==> src/rtl/program_memory.sv <==
// Loadable program store: words are streamed in during LOAD, then fetched in RUN
// with a one-cycle registered response and an address-fault flag.
//
// state    | meaning
// ---------+-------------------------------------------------------------
// ST_EMPTY | no program; every fetch answers NOP_WORD with a fault
// ST_LOAD  | accepting words at the write pointer; fetches are ignored
// ST_RUN   | program_size words valid; fetches served from memory
module program_memory #(
    parameter int                    DATA_WIDTH = 32,
    parameter int                    ADDR_WIDTH = 10,
    parameter int                    DEPTH      = 64,
    parameter logic [DATA_WIDTH-1:0] NOP_WORD   = '0
) (
    input  logic                           clock,
    input  logic                           reset,
    input  logic                           load_start,
    input  logic                           load_valid,
    input  logic [DATA_WIDTH-1:0]          load_data,
    input  logic                           load_done,
    output logic                           load_ready,
    output logic                           load_overflow,
    output logic [$clog2(DEPTH+1)-1:0]     program_size,
    output logic                           mem_ready,
    input  logic                           fetch_req,
    input  logic [ADDR_WIDTH-1:0]          fetch_addr,
    output logic                           fetch_valid,
    output logic [DATA_WIDTH-1:0]          instruction_out,
    output logic                           addr_fault
);

    localparam int PSW = $clog2(DEPTH + 1);
    localparam int IW  = (DEPTH > 1) ? $clog2(DEPTH) : 1;

    typedef enum logic [1:0] {
        ST_EMPTY = 2'd0,
        ST_LOAD  = 2'd1,
        ST_RUN   = 2'd2
    } state_t;

    state_t                state_q, state_d;
    logic [PSW-1:0]        ptr_q, ptr_d;
    logic [PSW-1:0]        size_q, size_d;
    logic                  ovf_q, ovf_d;
    logic                  fvalid_q, fvalid_d;
    logic [DATA_WIDTH-1:0] instr_q, instr_d;
    logic                  fault_q, fault_d;

    logic [DATA_WIDTH-1:0] mem [DEPTH];

    logic                  ready;
    logic                  wr_en;
    logic [IW-1:0]         wr_idx;
    logic [IW-1:0]         rd_idx;
    logic                  in_range;

    assign ready    = (state_q == ST_LOAD) && (ptr_q < PSW'(DEPTH));
    assign wr_idx   = IW'(ptr_q);
    assign rd_idx   = IW'(fetch_addr);
    // Widen both sides so an address beyond DEPTH never aliases into range.
    assign in_range = 32'(fetch_addr) < 32'(size_q);

    always_comb begin
        state_d = state_q;
        ptr_d   = ptr_q;
        size_d  = size_q;
        ovf_d   = ovf_q;
        wr_en   = 1'b0;

        if (load_start) begin
            state_d = ST_LOAD;
            ptr_d   = '0;
            size_d  = '0;
            ovf_d   = 1'b0;
        end else if (state_q == ST_LOAD) begin
            if (load_valid && ready) begin
                wr_en = 1'b1;
                ptr_d = ptr_q + PSW'(1);
            end else if (load_valid) begin
                ovf_d = 1'b1;
            end
            if (load_done) begin
                state_d = ST_RUN;
                size_d  = ptr_d;
            end
        end
    end

    always_comb begin
        fvalid_d = 1'b0;
        instr_d  = instr_q;
        fault_d  = fault_q;
        if (fetch_req) begin
            case (state_q)
                ST_EMPTY: begin
                    fvalid_d = 1'b1;
                    instr_d  = NOP_WORD;
                    fault_d  = 1'b1;
                end
                ST_RUN: begin
                    fvalid_d = 1'b1;
                    instr_d  = in_range ? mem[rd_idx] : NOP_WORD;
                    fault_d  = !in_range;
                end
                default: ;
            endcase
        end
    end

    always_ff @(posedge clock or negedge reset) begin
        if (!reset) begin
            state_q  <= ST_EMPTY;
            ptr_q    <= '0;
            size_q   <= '0;
            ovf_q    <= 1'b0;
            fvalid_q <= 1'b0;
            instr_q  <= NOP_WORD;
            fault_q  <= 1'b0;
        end else begin
            state_q  <= state_d;
            ptr_q    <= ptr_d;
            size_q   <= size_d;
            ovf_q    <= ovf_d;
            fvalid_q <= fvalid_d;
            instr_q  <= instr_d;
            fault_q  <= fault_d;
        end
    end

    // Storage is never cleared; program_size alone decides which words are valid.
    always_ff @(posedge clock) begin
        if (wr_en) begin
            mem[wr_idx] <= load_data;
        end
    end

    assign load_ready      = ready;
    assign load_overflow   = ovf_q;
    assign program_size    = size_q;
    assign mem_ready       = (state_q == ST_RUN);
    assign fetch_valid     = fvalid_q;
    assign instruction_out = instr_q;
    assign addr_fault      = fault_q;

endmodule

==> config.mk <==
export PLATFORM = sky130hd
export DESIGN_NAME = program_memory
export DESIGN_NICKNAME = d
export VERILOG_FILES = /design/src/rtl/program_memory.sv
export SDC_FILE = /design/constraint.sdc
export NUM_CORES = 2
export LEC_CHECK = 0
export ABC_AREA = 1
export CORE_ASPECT_RATIO = 2
export CORE_MARGIN = 2
export CORE_UTILIZATION = 40
export DETAILED_ROUTE_END_ITERATION = 7
export PLACE_DENSITY_LB_ADDON = 0.05
export SYNTH_ARGS = -nofsm -noshare
export SYNTH_HDL_FRONTEND = slang
export SYNTH_SLANG_ARGS = --single-unit
==> constraint.sdc <==
create_clock -name clock -period 5.9 [get_ports clock]
set_clock_uncertainty 0.1 [all_clocks]
set_input_delay 1.475 -clock clock [delete_from_list [all_inputs] [get_ports clock]]
set_output_delay 1.475 -clock clock [all_outputs]
set_load 0.02 [all_outputs]
==> flow_summary.json <==
{
  "die_area_sq_um": 216700,
  "grt_pass1_vias": 54010,
  "syn_nets": 7178,
  "grt_max_degree": 170,
  "worst_setup_path_end_kind": "register",
  "criticalPathCategory": "in -> reg",
  "fp.dieH_um": 656.4,
  "synth_area_per_cell_sq_um": 11.95,
  "htreeDepth": 4,
  "status": "finished, violations left",
  "num_rows": 239,
  "wl_per_cell_um": 27.69,
  "synth_seq_cells": 2099,
  "synth_ff_type": "edfxtp_1",
  "worstPathArrival_ns": 4.42,
  "p_leak_nw": 34.17,
  "holdWs_ns": 0.4276,
  "path_clk_slew_ns": 0.07,
  "worstSetupStartpointType": "input port",
  "core-area_sq_um": 211700,
  "grt_pass1_wl_um": 398300,
  "synth_top_area_share_pct": 72.25,
  "cts_sinks": 2099,
  "dpl-instance-area_sq_um": 89560,
  "synth_edf_count": 2048,
  "grt.overflow.total": 0,
  "tns_ns": 0,
  "yosysTopAreaCell": "edfxtp_1",
  "postCtsHoldBufs": 0,
  "r2r_setup_slack_ns": 2.40,
  "synth_cell_types": 31,
  "layout_min_cycle_time_ns": 4.028,
  "ctsRootBufferMaster": "clkbuf_16",
  "die_w_um": 330.2,
  "cts_resized": 0,
  "async_flop_share_pct": 2.430,
  "synth_seq_area_share_pct": 73.75,
  "hpwl_um": 163700,
  "synth.top_cells.by_count": "nand2_1 (2224), edfxtp_1 (2048), nand3_1 (1968), buf_2 (223), inv_1 (221)",
  "portBuffers": 91,
  "hp-class": "reg -> reg",
  "tritoncts": "done",
  "setup_viol": 0,
  "vias": 54980,
  "numCtsBuffers": 195,
  "slew_violations": 0,
  "violations": "design-rule violations",
  "cts_post_setup_buffers_inserted": 0,
  "finalPower_mw": 31.28,
  "viasPerCell": 5.452,
  "insertion_delay_ns": 0.87,
  "layout.nets": 7214,
  "drive_above_1_share_pct": 8.428,
  "wirelength_um": 279200,
  "rsz0062_at_grt": "no",
  "relSlewSlack_pct": 22.72,
  "crit_fanout": 25,
  "clock_path_buffers": 4,
  "drv_cap": 0,
  "ant_nets": 0,
  "areaGrowthSynthToFinish_pct": 12.67,
  "netlist_area_sq_um": 85120,
  "worst_slew_pin_slew_ns": 1.157,
  "pin_count": 92,
  "power.density_nw_per_um2": 326.2,
  "grt.total_usage_pct": 25.63,
  "drtIter0Drc": 4338,
  "fill_cells": 19620,
  "start_util_pct": 40.20,
  "yosysWarnings": 0,
  "critPathRequiredTime_ns": 6.30,
  "synth_area_leaders": "edfxtp_1 (72%), nand3_1 (12%), nand2_1 (9.8%), dfrtp_1 (1.5%), buf_2 (1.3%)",
  "antenna_found_initial": 7,
  "min_period_over_period_pct": 68.26,
  "gp_congestion": 0.8506,
  "fmax_mhz": 248.3,
  "drc": 10,
  "drt-pass1-iter-count": 8,
  "fin_area_sq_um": 95900,
  "peakVddDrop_mv": 0.2401,
  "synth.most_common_cell": "nand2_1",
  "syn_inst": 7123,
  "final-hold-violation-count": 0
}
==> path summary, 6_finish.rpt <==
path                                     start                   to  depth (start not counted)
setup / recovery                    load_valid          mem[35][10]                          8
hold / removal             instruction_out[14]  instruction_out[14]                          2
setup reg to reg                    state_q[1]          mem[35][10]                          8
hold reg to reg            instruction_out[14]  instruction_out[14]                          2
max in group asynchronous                reset  instruction_out[23]                          2
min in group asynchronous                reset      program_size[3]                          1
==> cell type report <==
type,count,area [sq um],share of cell area [%]
clock buffer,244,5239,5.463
inverter,225,883.3,0.9211
multi-input combinational,4346,19480,20.31
antenna,4,10.01,0.01044
timing repair buffer,292,2954,3.080
sequential,2099,62780,65.46
tap,2771,3467,3.615
clock inverter,103,1092,1.139
==> registers in the layout, indices dropped and copies added (netlist names) <==
| signal | cells |
|---|---|
| instruction_out | 32 |
| ptr_q | 7 |
| state_q | 2 |
| fetch_valid | 1 |
| load_overflow | 1 |
| addr_fault | 1 |
| mem | 2048 |
| program_size | 7 |
==> layout by cell type (no fill, tap or decap), types with 20 or more instances in the layout <==
cell type,Yosys,routed
buf_12,0,50
buf_4,76,178
bufinv_16,0,23
clkbuf_1,90,36
clkbuf_16,0,199
clkdlybuf4s50_1,0,52
clkinv_1,1,33
clkinv_2,0,37
dfrtp_1,51,51
edfxtp_1,2048,2048
inv_1,221,218
nand2_1,2224,2223
nand3_1,1968,1968
nor2_4,1,64
or2_2,20,20
==> report_power, final <==
part	internal, mW	switching, mW
clock network	7.29	5.66
registers	16.4	0.0116
logic	0.445	1.50
total	24.1	7.17
==> through the flow <==
stage	std cells	util, %	setup WS (ns)
floorplan	7123	-	0.1593
global placement	9733	42.30	1.091
detailed placement	9733	42.30	1.054
CTS	10080	45.29	1.963
global route	10080	45.29	1.719
finish	10080	45.30	1.872
==> layer usage <==
layer	vias up	part of all wire (%)	wire length, um	track usage, %
li1	25090	-	-	-
met1	28050	39	108100	31.25
met2	1453	54	150500	47.20
met3	391	3.9	10990	2.252
met4	0	3.5	9679	8.328
met5	-	0	0	0
==> logic make-up (layout without fill, tap and decap cells) <==
kind of cell               Yosys count  after routing  share of synthesized area [%]
AOI/OAI and AO/OA                   24             24                         0.1617
DFF                               2099           2099                          73.75
buffers and inverters              678            864                          3.929
and+or+nand+nor                   4315           4315                          22.05
other                                0              4                              0
adders and majority gates            7              7                         0.1029
==> critical path, stage by stage <==
cell,delay (ns)
clkdlybuf4s50_1,0.47
nand2_1,0.08
nor2_2,0.41
inv_1,0.18
nor2_4,0.18
nand4_1,0.64
nor2_4,0.50
buf_4,0.43
Note: power is estimated with default switching activity, not from simulation.
